$ cat src/rtl/mem_port_arbiter.sv
// Shares the MIPS core's single-ported unified memory between the instruction-fetch and data-access requesters.
// Each access is multi-cycle, read data returns with a one-cycle ready pulse, and stalls freeze the waiting stage.
module mem_port_arbiter #(
  parameter int unsigned ADDR_W  = 32,
  parameter int unsigned DATA_W  = 32,
  parameter int unsigned MEM_LAT = 2
) (
  input  logic              clk,
  input  logic              rst,
  input  logic              if_req,
  input  logic [ADDR_W-1:0] if_addr,
  output logic [DATA_W-1:0] if_rdata,
  output logic              if_ready,
  input  logic              d_req,
  input  logic              d_we,
  input  logic [ADDR_W-1:0] d_addr,
  input  logic [DATA_W-1:0] d_wdata,
  output logic [DATA_W-1:0] d_rdata,
  output logic              d_ready,
  output logic              mem_en,
  output logic              mem_we,
  output logic [ADDR_W-1:0] mem_addr,
  output logic [DATA_W-1:0] mem_wdata,
  input  logic [DATA_W-1:0] mem_rdata,
  output logic              stall_if,
  output logic              stall_d
);

  localparam int unsigned CNT_W = (MEM_LAT > 1) ? $clog2(MEM_LAT) : 1;

  typedef enum logic [1:0] {
    IDLE   = 2'd0,
    ACCESS = 2'd1,
    DONE   = 2'd2
  } state_t;

  state_t           state;
  logic [CNT_W-1:0] cnt;
  logic             last_d;
  logic             gnt_d;
  logic             grant_d_c;

  // Data side wins contention unless it won the previous grant.
  assign grant_d_c = d_req & (~if_req | ~last_d);

  assign stall_if = if_req & ~if_ready;
  assign stall_d  = d_req & ~d_ready;

  always_ff @(posedge clk) begin
    if (rst) begin
      state     <= IDLE;
      cnt       <= '0;
      last_d    <= 1'b0;
      gnt_d     <= 1'b0;
      mem_en    <= 1'b0;
      mem_we    <= 1'b0;
      mem_addr  <= '0;
      mem_wdata <= '0;
      if_rdata  <= '0;
      d_rdata   <= '0;
      if_ready  <= 1'b0;
      d_ready   <= 1'b0;
    end else begin
      if_ready <= 1'b0;
      d_ready  <= 1'b0;
      case (state)
        IDLE: begin
          if (if_req || d_req) begin
            state  <= ACCESS;
            cnt    <= CNT_W'(MEM_LAT - 1);
            mem_en <= 1'b1;
            gnt_d  <= grant_d_c;
            last_d <= grant_d_c;
            if (grant_d_c) begin
              mem_addr  <= d_addr;
              mem_wdata <= d_wdata;
              mem_we    <= d_we;
            end else begin
              mem_addr <= if_addr;
              mem_we   <= 1'b0;
            end
          end
        end
        ACCESS: begin
          if (cnt == '0) begin
            state  <= DONE;
            mem_en <= 1'b0;
            mem_we <= 1'b0;
            if (gnt_d) begin
              // Stores leave the load-data register untouched.
              if (!mem_we) d_rdata <= mem_rdata;
              d_ready <= 1'b1;
            end else begin
              if_rdata <= mem_rdata;
              if_ready <= 1'b1;
            end
          end else begin
            cnt <= cnt - CNT_W'(1);
          end
        end
        DONE: begin
          // Requests are deliberately ignored here; req is still high during the ready cycle.
          state <= IDLE;
        end
        default: state <= IDLE;
      endcase
    end
  end

endmodule

$ cat config.mk
export PLATFORM = sky130hd
export DESIGN_NAME = mem_port_arbiter
export DESIGN_NICKNAME = d
export VERILOG_FILES = /design/src/rtl/mem_port_arbiter.sv
export SDC_FILE = /design/constraint.sdc
export NUM_CORES = 1
export LEC_CHECK = 0
export BUFFER_PORTS_ARGS = -buffer_cell sky130_fd_sc_hd__buf_2
export CAP_MARGIN = 20
export CORE_AREA = 2 2 149 136
export DETAILED_ROUTE_END_ITERATION = 16
export DIE_AREA = 0 0 151 138
export PLACE_DENSITY = 0.59
export SETUP_SLACK_MARGIN = 0.02
export SLEW_MARGIN = 30
export SYNTH_ARGS = -nofsm -noshare
export SYNTH_HDL_FRONTEND = slang
export SYNTH_SLANG_ARGS = --single-unit
$ cat constraint.sdc
create_clock -name clk -period 3.8 [get_ports clk]
set_input_delay 0.19 -clock clk [delete_from_list [all_inputs] [get_ports clk]]
set_output_delay 0.19 -clock clk [all_outputs]
set_load 0.005 [all_outputs]
**After elaboration in Yosys (flattened, before gate mapping)**

Cells that the tools add are included.

- Register bits: 136
- Input port bits: 133
- Output and inout bits: 134
- Logic and storage cells: 51

- Add/subtract/negate cells: 1
- Eq/ne operators: 3
- Mux-type cells: 14
- Bitwise gates (word level): 11
- Reduce and logical (&&, ||, !) cells: 11

Operators with widths:

| operator | number |
|---|---|
| $mux 32 | 1 |
| $reduce_and 3->1 | 3 |
| $mux 1 | 7 |
| $not 1->1 | 7 |
| $pmux 1 s2 | 3 |
| $reduce_and 2->1 | 3 |
| $mux 2 | 2 |
| $ne 2x2->1 const B | 2 |
| $pmux 2 s2 | 1 |
| $reduce_and 4->1 | 1 |
| $and 1x1->1 | 3 |
| $reduce_or 3->1 | 1 |
| $eq 2x1->1 const B | 1 |
| $logic_not 2->1 | 1 |
| $reduce_bool 2->1 | 1 |
| $logic_or 1x1->1 | 1 |
| $or 1x1->1 | 1 |
| $sub 1x1->1 const B | 1 |

**Longest topological paths before layout**

Gate-level depths: netlist of the first run.

- Depth in word-level cells: 6
- Gate-level depth with buffers: 6
- Depth with buffers taken out: 3

**Worst setup path after synthesis of the first run**

Ideal clock, no wire load.

- Path kind: flip-flop to flip-flop
- From: register cnt
- To: register if_rdata[10]
- Setup time: 132 ps
- Arrival time: 1312 ps
- Setup slack: 2356 ps
- Cell stages (with the launch flop): 7
- Buffers on the path: 3
- Period minus slack after synthesis: 1444 ps
- Cells stage by stage: dfxtp_1 > buf_4 > or4b_1 > buf_2 > buf_6 > nand2_1 > a21oi_1

- Longest elaborated chain between the ends: 2

RTL lines:

| element | RTL line | RTL |
|---|---|---|
| start: declaration | 38 | `logic [CNT_W-1:0] cnt;` |
| start signal: assignment | 70 | `cnt <= CNT_W'(MEM_LAT - 1);` |
| start signal: assignment | 98 | `cnt <= cnt - CNT_W'(1);` |
| $not 1->1 (no line) | - |  |
| $reduce_and 3->1 (no line) | - |  |
| end signal: assignment | 94 | `if_rdata <= mem_rdata;` |
| end: declaration | 12 | `output logic [DATA_W-1:0] if_rdata,` |

Every way passes these cells.
A chain may end at the register's enable or synchronous reset.

**Worst setup path after layout of the first run**

- From: register state[0]
- To: register d_rdata[4]

- Longest elaborated chain between the ends: 2

RTL lines:

| element | RTL line | RTL |
|---|---|---|
| start: declaration | 37 | `state_t state;` |
| start signal: assignment | 51 | `state <= IDLE;` |
| start signal: assignment | 69 | `state <= ACCESS;` |
| start signal: assignment | 86 | `state <= DONE;` |
| $eq 2x1->1 | 66 | `case (state)` |
| $reduce_and 4->1 (no line) | - |  |
| end signal: assignment | 91 | `if (!mem_we) d_rdata <= mem_rdata;` |
| end: declaration | 18 | `output logic [DATA_W-1:0] d_rdata,` |

Every way passes these cells.

==> out/qor.yml, run 1 <==
yosys:
  synth_area_um2: 5720
  synth-warning-count: 0
  yosysTopAreaCell: "dfxtp_1"
  ys_types: 29
  ys_ff_latch: 136
  post-synth-top-area-fraction_pct: 47.6
  avgSynthCellArea_um2: 8.84
  synth.area.top_cells: "dfxtp_1, a21oi_1, nand2_1"
  synth_seq_area_share_pct: 47.6
  synthCells: 647
  syn_nets: 780
critical_path:
  crit_buf_inv: 1
  crit_type: "flop to flop"
  critPathMaxFanout: 40
  crit_path_top_delay_cell: "dfxtp_2"
  start_kind: "flop"
  crit_path_start: "state[0]"
  arrival_ps: 2720
  critPathMaxStageDelay_ps: 900
  path_delay_family: "flip-flops"
  r2r-start: "state[0]"
  cp_cell_sequence: "nand2b_1 -> nor4b_4 -> buf_4 -> mux2i_1"
  required_ps: 4130
  worst_setup_path_end_kind: "flop"
timing:
  finalHoldViolations: 0
  rsz0062_at_grt: "no"
  setup_tns_ps: 0
  min_period_ps: 2390
  drv_slew: 0
  setup_viol: 0
  holdWs_ps: 22.5
  maxSlewHeadroom_pct: 41.2
  setup_slack_ps: 1410
  finalCritPeriodShare_pct: 63.0
  fmax_mhz: 418
  finClkSkew_ps: 13.7
  worst_pin_slew_ps: 882
die:
  start_util_pct: 29.3
  die_area_um2: 20800
  num_io_pins: 267
  die-width_um: 151
  die_h_um: 138
  core_area_um2: 19500
  rows: 49
cells_and_area:
  layout_commonest_cell: "buf_2"
  final_nets: 1010
  post-route-util_pct: 39.8
  fillCellCount: 1985
  drive_above_1_share_pct: 36.6
  final_cell_mix: "buf_2, dfxtp_1, nand2_1, a21oi_1, nand2b_1"
  num_antenna_cells: 0
  area_delta_synth_final_pct: 35.6
detailed_routing:
  avgRoutedWirePerCell_um: 15.4
  wl_mm: 17.6
  drt_iter0_markers: 228
  detail-route-antenna-nets: 0
  first_pass_iters: 4
  vias: 5431
  drc: 0
  viasPerCell: 4.75
grt:
  grt_pass1_wl_mm: 27.4
  grt-ovfl-total: 0
  grt_max_degree: 94
  antenna_found_initial: 0
  grt_usage_pct: 16.5
  grt_pass1_vias: 5257
cts:
  cts_made_buffers: 17
  cts_tree: "done"
  ctsHoldBuffers: 0
  cts_resized: 0
  cts_setup_buffers: 0
  insertion_delay_ps: 410
  h-tree-depth: 4
  ctsRootBufferMaster: "clkbuf_16"
  cts.clk_slew.worst_paths_ps: 60
  cts_buffer_depth: 2
  cts_sinks: 136
placed_design:
  pre_cts_slack_ps: 1430
  port_buffers: 266
  place.gp.congestion: 0.780
  dp_hpwl_mm: 11.8
power_and_ir_drop:
  total_power_w: 0.00393
  vdd_drop_max_mv: 0.282
  leakagePower_nw: 3.45
  powerDensity_nw_per_um2: 507
worst_hold_path:
  min_path_type: "primary input to flop"
  min_from: "mem_rdata[2]"
run:
  cap_violations: 0
run_status:
  status: "complete, no violations"
-- registers in the layout, indices dropped and copies added, names as in the netlist --
register   count
cnt            1
d_rdata       32
d_ready        1
gnt_d          1
if_rdata      32
if_ready       1
mem_addr      32
mem_en         1
mem_wdata     32
mem_we         1
state          2
-- kinds of logic after synthesis --
family / count (synthesis) / share of synthesized area [%]
AND/OR/NAND/NOR: 242 / 20.7
multiplexers: 33 / 5.78
AO/OA/AOI/OAI: 170 / 19.7
buffers and inverters: 66 / 6.11
flip-flops: 136 / 47.6
-- power by group --
group | leakage, nW | total (W) | internal (W) | switching [W]
registers | 1.11 | 0.00161 | 0.00153 | 0.0000813
logic | 2.04 | 0.000573 | 0.000253 | 0.000320
clock network | 0.299 | 0.00174 | 0.00111 | 0.000632
-- worst paths after layout --
check	end	slack, ps	cells past startpoint
max	d_rdata[4]	1410	4
min	if_rdata[2]	20	3
max reg2reg	d_rdata[4]	1410	4
min reg2reg	if_rdata[1]	450	2
-- per-layer routing --
metal | wire, um | global-route usage, % | share of wire, %
met1 | 7650 | 20.1 | 43
met2 | 8210 | 27.3 | 47
met3 | 1490 | 5.91 | 8.5
met4 | 246 | 5.21 | 1.4
met5 | 0 | 0 | 0
-- cells in the mapped netlist (all sizes together) --
cell	n
dfxtp	136
nand2	130
a21oi	100
nand2b	66
buf	34
mux2i	33
a311oi	32
clkbuf	32
nand3	32
o31ai	32
a21boi	2
and2	2
nor2	2
nor2b	2
nor3	2
nor4b	2
o21ai	2
a21bo	1
nand3b	1
nand4b	1
o21ba	1
or2	1
or4b	1
-- final cells by class --
type                            instances  area, um2  share of cell area, %
Clock inverter                         12        176                   2.28
Sequential cell                       136       2730                   35.1
Timing Repair Buffer                  277       1430                   18.4
Multi-Input combinational cell        445       2660                   34.3
Clock buffer                           19        443                   5.71
Tap cell                              255        319                   4.11
-- worst register-to-register path, delay by kind of cell (launching register included) --
| family | cells | cell delay (ps) |
|---|---|---|
| buffers and inverters | 1 | 540 |
| DFF | 1 | 900 |
| muxes | 1 | 280 |
| and+or+nand+nor | 2 | 590 |
-- stage by stage --
| stage | instances | instance area, um2 |
|---|---|---|
| 2_1_floorplan | 647 | 5720 |
| 3_3_place_gp | 1113 | 7130 |
| 3_5_place_dp | 1113 | 7130 |
| 4_1_cts | 1144 | 7750 |
| 5_1_grt | 1144 | 7750 |
| 6_report | 1144 | 7750 |
Note: power is estimated with default switching activity, not from simulation.
==> run 2: changes to the inputs <==
- PLACE_DENSITY: 0.59 -> 0.61
- clock period: 3.8 -> 2.1 ns (I/O delays scaled with it)
==> run 2 against run 1 <==
Compared with the run above:
- cell count rose by 12%
- first-iteration DRC count stayed put
- setup slack worse by 1300 ps
- flip-flop and latch count unchanged
- clock skew hardly changed
- global-route usage grew 2.0 points
- total power up 83%
- sequential power is 80% higher
- hold slack improved by 69 ps
- clock power up 71%
- largest power group unchanged
- highest routed layer unchanged
==> out/qor.yml, run 2 (synthesis gave the netlist of run 1 again) <==
critical_path:
  r2r_cells: 5  # +1
  r2r_end: "mem_addr[22]"
  worst_setup_path_end_kind: "flop"
  r2r_slack_ps: 140  # -1270 ps
  required_ps: 2460  # -1670 ps
  crit_path_start: "gnt_d"
  arrival_ps: 2320  # -400 ps
  crit_type: "flop to flop"
  start_kind: "flop"
  critPathMaxFanout: 33  # -18%
  r2r-start: "gnt_d"
timing:
  finalCritPeriodShare_pct: 93.4  # +30 points
  holdWs_ps: 91.8  # +69.3 ps
  fmax_mhz: 510  # +22%
  worst_pin_slew_ps: 424  # -458 ps
  min_period_ps: 1960  # -431 ps
  rsz0062_at_grt: "no"
  finClkSkew_ps: 13.3  # -0.336 ps
  drv_slew: 0  # unchanged
  setup_viol: 0  # unchanged
  finalHoldViolations: 0  # unchanged
  setup_tns_ps: 0  # unchanged
  maxSlewHeadroom_pct: 71.7  # +31 points
grt:
  grt_pass1_wl_mm: 31.0  # +13%
  grt-ovfl-total: 0  # unchanged
  antenna_found_initial: 0  # unchanged
  grt_max_degree: 78  # -17%
  grt_pass1_vias: 6235  # +19%
  grt_usage_pct: 18.6  # +2.0 points
placed_design:
  place.gp.congestion: 0.764  # -2.0%
  dp_hpwl_mm: 12.0  # +2.3%
  port_buffers: 266  # unchanged
worst_hold_path:
  hold_end: "if_rdata[17]"
  hold_depth: 2  # -1
  min_from: "rst"
  min_path_type: "primary input to flop"
cts:
  cts_made_buffers: 17  # unchanged
  cts_buffer_depth: 2  # unchanged
  cts.clk_slew.worst_paths_ps: 70  # about the same
  cts_tree: "done"
  h-tree-depth: 4  # unchanged
  ctsRootBufferMaster: "clkbuf_16"
  cts_sinks: 136  # unchanged
  cts_setup_buffers: 0  # unchanged
  insertion_delay_ps: 410  # about the same
detailed_routing:
  detail-route-antenna-nets: 0  # unchanged
  drt_iter0_markers: 228  # unchanged
  first_pass_iters: 4  # unchanged
  wl_mm: 19.9  # +13%
  vias: 6159  # +13%
  avgRoutedWirePerCell_um: 15.6  # +1.4%
  viasPerCell: 4.82  # +1.4%
  drc: 0  # unchanged
cells_and_area:
  area_delta_synth_final_pct: 59.4
  fillCellCount: 1842  # -7.2%
  layout_commonest_cell: "buf_2"
  final_cell_mix: "buf_2, dfxtp_1, nand2_1, dlygate4sd3_1, a21oi_1"
  num_antenna_cells: 0  # unchanged
  multiInputGateArea_um2: 2670  # +0.24%
  drive_above_1_share_pct: 32.1  # -4.4 points
  seq_area_um2: 2720  # about the same
  post-route-util_pct: 46.7  # +7.0 points
  final_nets: 1144  # +13%
power_and_ir_drop:
  internal-power_w: 0.00523  # +80%
  vdd_drop_max_mv: 0.471  # +67%
  power_switching_w: 0.00197  # +91%
  clkPwrFrac_pct: 41.2  # -3.1 points
  pwr-share-comb_pct: 18.6  # +4.0 points
  powerDensity_nw_per_um2: 790  # +56%
  power_frac_seq_pct: 40.1  # -1.0 points
  leakagePower_nw: 4.04  # +17%
  power.share.switching_pct: 27.4  # +1.1 points
die:
  start_util_pct: 29.3  # unchanged
  die-width_um: 151  # unchanged
  core_area_um2: 19500  # unchanged
  die_h_um: 138  # unchanged
  rows: 49  # unchanged
  num_io_pins: 267  # unchanged
  die_area_um2: 20800  # unchanged
run_status:
  status: "complete, no violations"
run:
  cap_violations: 0  # unchanged
-- run 2: worst max-delay path, cell delays in order (launching register included) --
cell	delay (ps)
dfxtp_1	410
a21boi_4	260
buf_12	230
nand2_1	100
a311oi_1	310
dlygate4sd3_1	590
-- run 2: final cells by class --
| class | instances | share of cell area (%) |
|---|---|---|
| clock inverters | 13 | 1.58 |
| well taps | 255 | 3.50 |
| repair buffers | 411 | 30.9 |
| flip-flops and latches | 136 | 29.9 |
| clock buffers | 19 | 4.86 |
| multi-input cells | 445 | 29.3 |
-- run 2: power groups by stage --
stage               clock network [W]  logic [W]  registers [W]
CTS                           0.00305    0.00132        0.00289
finish                        0.00297    0.00134        0.00289
global route                  0.00316    0.00147        0.00291
floorplan                           0   0.000635        0.00294
global placement                    0    0.00110        0.00294
detailed placement                  0    0.00111        0.00294
-- run 2: metrics by stage --
step / worst slack, ps / cells / power, W / area [um2]
detailed placement: 475 / 1117 / 0.00405 / 7200
global route: 35.9 / 1279 / 0.00754 / 9110
floorplan: 656 / 647 / 0.00357 / 5720
CTS: 175 / 1278 / 0.00726 / 9080
finish: 139 / 1279 / 0.00720 / 9110
global placement: 534 / 1117 / 0.00404 / 7200
-- run 2: how the worst max path moves through the flow --
stage                     cells past startpoint           end
after floorplan                               6  if_rdata[10]
after global placement                        4         gnt_d
after detailed placement                      4   mem_addr[0]
after CTS                                     5  mem_addr[22]
after global routing                          5  mem_addr[22]
final                                         5  mem_addr[22]
-- run 2: per-layer routing --
| layer | routed length [um] | up-vias | global-route usage, % |
|---|---|---|---|
| li1 | - | 2977 | - |
| met1 | 8360 | 2884 | 21.4 |
| met2 | 9420 | 264 | 31.8 |
| met3 | 1660 | 34 | 5.84 |
| met4 | 502 | 0 | 7.18 |
| met5 | 0 | - | 0 |
-- run 2: timing repair --
item,in CTS,in global routing
endpoints found under the hold margin,129,0
endpoints found under the setup margin,0,2
resized for setup,0,2
hold buffers,129,0
==> run 3: changes to the inputs <==
- GPL_TIMING_DRIVEN: unset -> 0
==> run 3 against run 2 <==
Compared with the run above:
- critical path depth is 2 higher
- sequential share of layout area decreased by 0.39 points
- clock power decreased by 2%
- setup slack improved by 18 ps
- die area unchanged
- critical endpoint is now mem_addr[2]
==> out/qor.yml, run 3 (synthesis gave the netlist of run 1 again) <==
placed_design:
  port_buffers: 265  # -0.38%
  place.gp.congestion: 0.793  # +3.8%
  dp_hpwl_mm: 14.8  # +23%
cells_and_area:
  layout_commonest_cell: "buf_2"
  final_nets: 1192  # +4.2%
  post-route-util_pct: 47.3  # +0.60 points
  drive_above_1_share_pct: 31.8  # -0.32 points
  area_delta_synth_final_pct: 61.5
  num_antenna_cells: 0  # unchanged
  fillCellCount: 1857  # +0.81%
  final_cell_mix: "buf_2, dfxtp_1, nand2_1, dlygate4sd3_1, a21oi_1"
cts:
  cts.clk_slew.worst_paths_ps: 60  # about the same
  cts_buffer_depth: 2  # unchanged
  insertion_delay_ps: 420  # about the same
  h-tree-depth: 4  # unchanged
  cts_tree: "done"
  cts_sinks: 136  # unchanged
  cts_made_buffers: 17  # unchanged
  ctsRootBufferMaster: "clkbuf_16"
timing:
  rsz0062_at_grt: "no"
  maxSlewHeadroom_pct: 57.4  # -14 points
  worst_pin_slew_ps: 640  # +216 ps
  finClkSkew_ps: 9.77  # -3.56 ps
  min_period_ps: 1940  # -18.2 ps
  drv_slew: 0  # unchanged
  setup_viol: 0  # unchanged
  finalHoldViolations: 0  # unchanged
  fmax_mhz: 515  # +0.94%
  finalCritPeriodShare_pct: 92.5  # -0.87 points
  setup_tns_ps: 0  # unchanged
die:
  core_area_um2: 19500  # unchanged
  num_io_pins: 267  # unchanged
  die_area_um2: 20800  # unchanged
  rows: 49  # unchanged
  die-width_um: 151  # unchanged
  start_util_pct: 29.3  # unchanged
  die_h_um: 138  # unchanged
power_and_ir_drop:
  power.share.switching_pct: 28.2  # +0.85 points
  power_frac_seq_pct: 40.0  # about the same
  powerDensity_nw_per_um2: 779  # -1.4%
  vdd_drop_max_mv: 0.479  # +1.7%
  clkPwrFrac_pct: 40.6  # -0.6 points
  internal-power_w: 0.00516  # -1.3%
  pwr-share-comb_pct: 19.3  # +0.7 points
  power_switching_w: 0.00203  # +2.9%
  leakagePower_nw: 4.10  # +1.4%
grt:
  grt-ovfl-total: 0  # unchanged
  antenna_found_initial: 0  # unchanged
  grt_usage_pct: 20.4  # +1.8 points
  grt_pass1_wl_mm: 33.5  # +8.1%
  grt_max_degree: 17  # -78%
  grt_pass1_vias: 6481  # +3.9%
critical_path:
  r2r_slack_ps: 160  # +20 ps
  r2r_end: "mem_addr[2]"
  worst_setup_path_end_kind: "flop"
  arrival_ps: 2300  # -20 ps
  required_ps: 2460  # about the same
  start_kind: "flop"
  crit_type: "flop to flop"
  r2r_cells: 7  # +2
  critPathMaxFanout: 10  # -70%
  r2r-start: "state[1]"
worst_hold_path:
  hold_end: "mem_addr[9]"
  min_from: "if_addr[9]"
  hold_depth: 3  # +1
  min_path_type: "primary input to flop"
detailed_routing:
  viasPerCell: 4.73  # -1.8%
  wl_mm: 21.3  # +7.0%
  drc: 0  # unchanged
  avgRoutedWirePerCell_um: 16.1  # +3.1%
  first_pass_iters: 5  # +1
  drt_iter0_markers: 227  # -0.44%
  detail-route-antenna-nets: 0  # unchanged
  vias: 6278  # +1.9%
run:
  cap_violations: 0  # unchanged
run_status:
  status: "complete, no violations"
[run 3: per-layer routing]
| metal | part of all wire (%) | track usage (%) | vias up |
|---|---|---|---|
| met5 | 0 | 0 | - |
| met4 | 2.0 | 7.23 | 0 |
| met3 | 7.6 | 6.14 | 25 |
| met2 | 48 | 34.7 | 249 |
| met1 | 43 | 24.1 | 2930 |
| li1 | - | - | 3074 |
[run 3: layout make-up]
class                      count  area [um2]  area share [%]
clock inverter                12         120            1.30
sequential                   136        2720            29.5
buffer                        66         354            3.84
timing repair buffer         393        2610            28.2
tap                          255         319            3.46
clock buffer                  20         457            4.95
multi-input combinational    445        2650            28.7
[run 3: critical path, stage by stage, from the launching register on]
cell           delay, ps
dfxtp_1              340
buf_4                220
nor2_4                80
and2_1               150
clkbuf_4             170
buf_6                160
a311oi_2             200
dlygate4sd3_1        570
[run 3: worst max path at each step]
stage,start,to,slack [ps],depth (start not counted)
5_1_grt,state[1],mem_addr[2],50,7
6_report,state[1],mem_addr[2],160,7
2_1_floorplan,cnt,if_rdata[10],660,6
3_5_place_dp,rst,mem_addr[29],240,4
3_3_place_gp,rst,mem_addr[30],250,4
4_1_cts,state[1],mem_addr[2],60,7
[run 3: stage by stage]
stage	cell area [um2]	setup WS, ps	power (W)	std cells	hold WS, ps
after floorplan	5720	656	0.00357	647	241
after global placement	7360	249	0.00411	1167	360
after detailed placement	7360	241	0.00411	1167	364
after CTS	9220	62.4	0.00725	1327	15.6
after global routing	9230	50.2	0.00754	1327	46.6
final	9230	157	0.00719	1327	47.0
[run 3: repair_timing]
item | in CTS | in global routing
endpoints found under the setup margin | 0 | 2
hold endpoints to repair | 128 | 0
setup buffers | 0 | 0
hold buffers | 128 | 0
gates resized for setup | 0 | 4
[run 3: power groups by stage]
stage / combinational (W) / clock, W / sequential (W)
after CTS: 0.00138 / 0.00300 / 0.00287
after global routing: 0.00153 / 0.00311 / 0.00290
after floorplan: 0.000635 / 0 / 0.00294
after global placement: 0.00118 / 0 / 0.00293
after detailed placement: 0.00118 / 0 / 0.00293
final: 0.00139 / 0.00292 / 0.00288
